<file path="config.mk">
export PLATFORM = sky130hd
export DESIGN_NAME = uart_rx_sampler
export DESIGN_NICKNAME = d
export VERILOG_FILES = /design/src/rtl/uart_rx_sampler.sv
export SDC_FILE = /design/constraint.sdc
export NUM_CORES = 1
export LEC_CHECK = 0
export ABC_AREA = 1
export CAP_MARGIN = 20
export CORE_MARGIN = 2
export CORE_UTILIZATION = 54
export DETAILED_ROUTE_END_ITERATION = 12
export PLACE_DENSITY = 0.85
export SLEW_MARGIN = 20
export SYNTH_ARGS = -nofsm -noshare
export SYNTH_HDL_FRONTEND = slang
export SYNTH_SLANG_ARGS = --single-unit
</file>
<file path="constraint.sdc">
create_clock -name clk -period 1.7 [get_ports clk]
set_input_delay 0.17 -clock clk [delete_from_list [all_inputs] [get_ports clk]]
set_output_delay 0.17 -clock clk [all_outputs]
set_load 0.005 [all_outputs]
</file>
<file path="src/rtl/uart_rx_sampler.sv">
// UART receive front end: synchronises the serial line, validates the start bit and strobes each bit centre.
// Optional macro UART_RX_MAJORITY_EN: decide each bit by 2-of-3 vote over the last three oversample ticks.
module uart_rx_sampler #(
    parameter int unsigned OS_DIV      = 27,
    parameter int unsigned OSR         = 16,
    parameter int unsigned SYNC_STAGES = 2
) (
    input  logic       clk,
    input  logic       reset,
    input  logic       i_rxd_raw,
    output logic       o_clk_rx,
    output logic       o_rxd,
    output logic       o_busy,
    output logic       o_frame_err,
    output logic [1:0] o_dbg_state
);

    typedef enum logic [1:0] {
        ST_IDLE  = 2'd0,
        ST_START = 2'd1,
        ST_DATA  = 2'd2,
        ST_STOP  = 2'd3
    } state_e;

    localparam int TW = (OS_DIV > 1) ? $clog2(OS_DIV) : 1;
    localparam int SW = $clog2(OSR);
    localparam logic [TW-1:0] TICK_MAX = TW'(OS_DIV - 1);
    localparam logic [SW-1:0] SAMP_MID = SW'(OSR / 2 - 1);
    localparam logic [SW-1:0] SAMP_MAX = SW'(OSR - 1);

    state_e                 state_q, state_d;
    logic [SYNC_STAGES-1:0] sync_q, sync_d;
    logic                   rxd_prev_q, rxd_prev_d;
    logic [TW-1:0]          tick_q, tick_d;
    logic [SW-1:0]          samp_q, samp_d;
    logic [2:0]             bit_q, bit_d;
    logic                   rxd_hold_q, rxd_hold_d;

    logic rxd_s;
    logic os_tick;
    logic sample;
    logic strobe;
    logic ferr;

    assign rxd_s   = sync_q[SYNC_STAGES-1];
    assign os_tick = (state_q != ST_IDLE) && (tick_q == TICK_MAX);

    always_comb begin
        sync_d     = {sync_q[SYNC_STAGES-2:0], i_rxd_raw};
        rxd_prev_d = rxd_s;
    end

`ifdef UART_RX_MAJORITY_EN
    // Levels seen at the two previous oversample ticks; vote together with the current one.
    logic [1:0] hist_q, hist_d;

    always_comb begin
        hist_d = hist_q;
        if (os_tick) begin
            hist_d = {hist_q[0], rxd_s};
        end
        sample = (hist_q[1] & hist_q[0]) | (hist_q[1] & rxd_s) | (hist_q[0] & rxd_s);
    end

    always_ff @(posedge clk) begin
        if (reset) begin
            hist_q <= 2'b11;
        end else begin
            hist_q <= hist_d;
        end
    end
`else
    always_comb begin
        sample = rxd_s;
    end
`endif

    always_comb begin
        state_d    = state_q;
        tick_d     = tick_q;
        samp_d     = samp_q;
        bit_d      = bit_q;
        rxd_hold_d = rxd_hold_q;
        strobe     = 1'b0;
        ferr       = 1'b0;

        if (state_q != ST_IDLE) begin
            tick_d = os_tick ? '0 : tick_q + 1'b1;
            if (os_tick) begin
                samp_d = (samp_q == SAMP_MAX) ? '0 : samp_q + 1'b1;
            end
        end

        case (state_q)
            ST_IDLE: begin
                // Counters sit at zero here, so entry to START begins a fresh bit period.
                tick_d = '0;
                samp_d = '0;
                bit_d  = '0;
                if (rxd_prev_q && !rxd_s) begin
                    state_d = ST_START;
                end
            end
            ST_START: begin
                if (os_tick && (samp_q == SAMP_MID)) begin
                    if (!sample) begin
                        strobe  = 1'b1;
                        samp_d  = '0;
                        bit_d   = '0;
                        state_d = ST_DATA;
                    end else begin
                        state_d = ST_IDLE;
                    end
                end
            end
            ST_DATA: begin
                if (os_tick && (samp_q == SAMP_MAX)) begin
                    strobe = 1'b1;
                    bit_d  = bit_q + 1'b1;
                    if (bit_q == 3'd7) begin
                        state_d = ST_STOP;
                    end
                end
            end
            ST_STOP: begin
                if (os_tick && (samp_q == SAMP_MAX)) begin
                    strobe  = 1'b1;
                    ferr    = !sample;
                    state_d = ST_IDLE;
                end
            end
            default: begin
                state_d = ST_IDLE;
            end
        endcase

        if (strobe) begin
            rxd_hold_d = sample;
        end
    end

    always_ff @(posedge clk) begin
        if (reset) begin
            state_q    <= ST_IDLE;
            sync_q     <= '1;
            rxd_prev_q <= 1'b1;
            tick_q     <= '0;
            samp_q     <= '0;
            bit_q      <= '0;
            rxd_hold_q <= 1'b1;
        end else begin
            state_q    <= state_d;
            sync_q     <= sync_d;
            rxd_prev_q <= rxd_prev_d;
            tick_q     <= tick_d;
            samp_q     <= samp_d;
            bit_q      <= bit_d;
            rxd_hold_q <= rxd_hold_d;
        end
    end

    // Strobes come straight from registered state; reset masks them within the same cycle.
    assign o_clk_rx    = strobe & ~reset;
    assign o_frame_err = ferr & ~reset;
    assign o_rxd       = o_clk_rx ? sample : rxd_hold_q;
    assign o_busy      = (state_q != ST_IDLE);
    assign o_dbg_state = state_q;

endmodule
</file>
==> flow_summary.toml <==
[run_status]
status = "complete, but fails checks"
violations = "negative setup slack"

[worst_setup_path]
start_kind = "register"
rrSetupSlack_ps = -160
cp-end-kind = "output pin"
cp-startpoint = "tick_q[0]"
r2r_start = "tick_q[0]"
crit_arrival_ps = 1820
criticalPathCategory = "reg2out"
cp.required_ps = 1530
crit_path_max_fanout = 3

[clocking]
path_clk_slew_ps = 110
clk_path_buf_depth = 2
cts_root_buf = "clkbuf_4"
hold_buffers = 0
cts_htree_levels = 1
clock_sinks = 18
cts_tree = "done"
clkLatencyLatePin_ps = 320
cts_buffers = 3

[sta]
maxSlewHeadroom_pct = 64.4
fin_crit_ps = 1990
rsz0062_at_grt = "true"
drv_slew = 0
min_period_over_period_pct = 117
fmax_mhz = 504
tightest_slew_ps = 532
fin_tns_setup_ps = -1180
setup_viol = 10
hold_violations = 0
fin_ws_ps = -286
fin_skew_ps = 1.45
timing.hold.ws_ps = 416

[grt]
antenna_found_initial = 0
grtUsageTotal_pct = 33.0
overflow = 0
grt_max_degree = 11
grt_pass1_vias = 1001
grt_pass1_wl_um = 4650

[pwr]
max-vdd-ir-drop_mv = 0.701
power.switching_uw = 297
swShare_pct = 31.4
p_int_uw = 650
pwr-share-comb_pct = 23.0
power_density_nw_per_um2 = 690
clkPwrFrac_pct = 30.0
p_seq_share_pct = 47.1
p_leak_nw = 0.619

[detailed_routing]
drt_first_pass_iters = 4
drc_errors = 0
via_count = 1047
drt_iter0_drc = 47
top_layer_used = "met4"
wl_met1_um = 1310
wl_met3_um = 309
avgViaCountPerCell = 5.98
wl_met2_um = 1870
wl_per_cell_um = 21.1
detail-route-antenna-nets = 0
routed_wl_um = 3690

[flow_run]
maxCapViolCount = 0

[worst_hold_path]
hp-class = "in2reg"
min-delay-start = "i_rxd_raw"

[synthesis]
synth_nets = 127
ys_seq_elements = 18
synthDistinctLibCells = 24
synth_top_family_by_area = "simple AND/OR/NAND/NOR gates"
syn_inst = 119
yosys_warnings = 0
muxShareOfSynthArea_pct = 0
synth_top_area_share_pct = 39.9
syn_area_um2 = 903
synthTopCellsByArea = "dfxtp_1, nand2_1, nor2_1, ha_1, inv_1"
synth_xor_area_share_pct = 2.91
synth_largest_area_cell = "dfxtp_1"
yosysSeqAreaShare_pct = 39.9
synth-adder-area-share_pct = 6.93
yosys.area_share.simple_pct = 34.2
synth_compound_area_share_pct = 9.56
avgSynthCellArea_um2 = 7.59

[floorplan]
die_w_um = 44.9
die-area_um2 = 2020
num_io_pins = 9
fp.coreArea_um2 = 1540
die_h_um = 44.9
rows = 14
initial_utilization_pct = 58.6

[final_layout]
mostFrequentLayoutCell = "buf_4"
diodes = 0
final_nets = 168
layout_common_cells = "buf_4, nand2_1, nor2_1"
area_growth_pct = 51.9
final_util_pct = 89.0
drive_above_1_share_pct = 47.2

[place]
dp_hpwl_um = 1620
dp_slack_ps = -227
numPortBuffers = 8
place.gp.congestion = 0.854
area by class of cell:
type                       instances  area [um2]
multi-input combinational         86         612
sequential                        18         368
timing repair buffer              36         275
fill                              68         169
inverter                          15        61.3
clock buffer                       4        36.3
tap                               16        20.0
metrics by stage:
| stage | total power [mW] | cell area (um2) | instances |
|---|---|---|---|
| global route | 0.967 | 1370 | 175 |
| global placement | 0.596 | 1160 | 164 |
| finish | 0.948 | 1370 | 175 |
| floorplan | 0.526 | 903 | 119 |
| CTS | 0.877 | 1280 | 171 |
| detailed placement | 0.604 | 1160 | 164 |
sequential cells by signal (all words and copies together) (netlist names), named ones only:
| register | flops |
|---|---|
| rxd_hold_q | 1 |
| bit_q | 3 |
| samp_q | 4 |
| o_dbg_state | 1 |
| sync_q | 2 |
| rxd_prev_q | 1 |
| tick_q | 5 |
power by group through the flow:
stage	logic (mW)	registers, mW	clock network (mW)
3_3_place_gp	0.149	0.447	0
2_1_floorplan	0.0753	0.450	0
4_1_cts	0.164	0.441	0.272
6_report	0.218	0.446	0.284
5_1_grt	0.228	0.446	0.293
3_5_place_dp	0.157	0.447	0
worst max-delay path: stages, from the launching register on:
cell     delay [ps]
dfxtp_2         350
inv_2            80
ha_4            140
nand2_4          50
nor2_4          170
nand3_2         130
nor2_4          140
nor2_4           60
nor2_4          100
nand2_2          80
nand2_1          70
buf_2           110
synthesized netlist by cell type:
cell,n
a21oi_1,6
a21oi_2,1
dfxtp_1,18
ha_1,5
inv_1,12
inv_2,2
inv_4,1
nand2_1,25
nand2_2,2
nand3_1,5
nand3_2,2
nand3_4,1
nand4_1,1
nor2_1,17
nor2_2,4
nor2_4,2
nor3_1,2
o211ai_1,1
o21a_1,1
o21ai_0,5
o21bai_1,1
or2_2,2
xnor2_1,1
xor2_1,2
metal layers:
metal,GRT usage (%),vias to the layer above
met5,0,-
met3,5.60,27
met2,60.6,71
met4,17.6,0
li1,-,460
met1,35.7,489
final timing paths:
path | cells after the start | end
worst max-delay path | 11 | o_rxd
worst min-delay path | 2 | sync_q[0]
worst max register to register | 13 | bit_q[0]
worst min register to register | 1 | sync_q[1]
kinds of logic after synthesis:
logic type | count (synthesis)
adders and majority gates | 5
buffers and inverters | 15
DFF | 18
xor gates and xnor gates | 3
AOI/OAI and AO/OA | 15
and+or+nand+nor | 63
what timing repair did:
| action | in CTS | in global routing |
|---|---|---|
| buffers inserted | 3 | 4 |
| pin swaps | 9 | 10 |
| gates resized for setup | 33 | 17 |
| endpoints found under the setup margin | 4 | 9 |
Power figures use the tool's default switching activity.
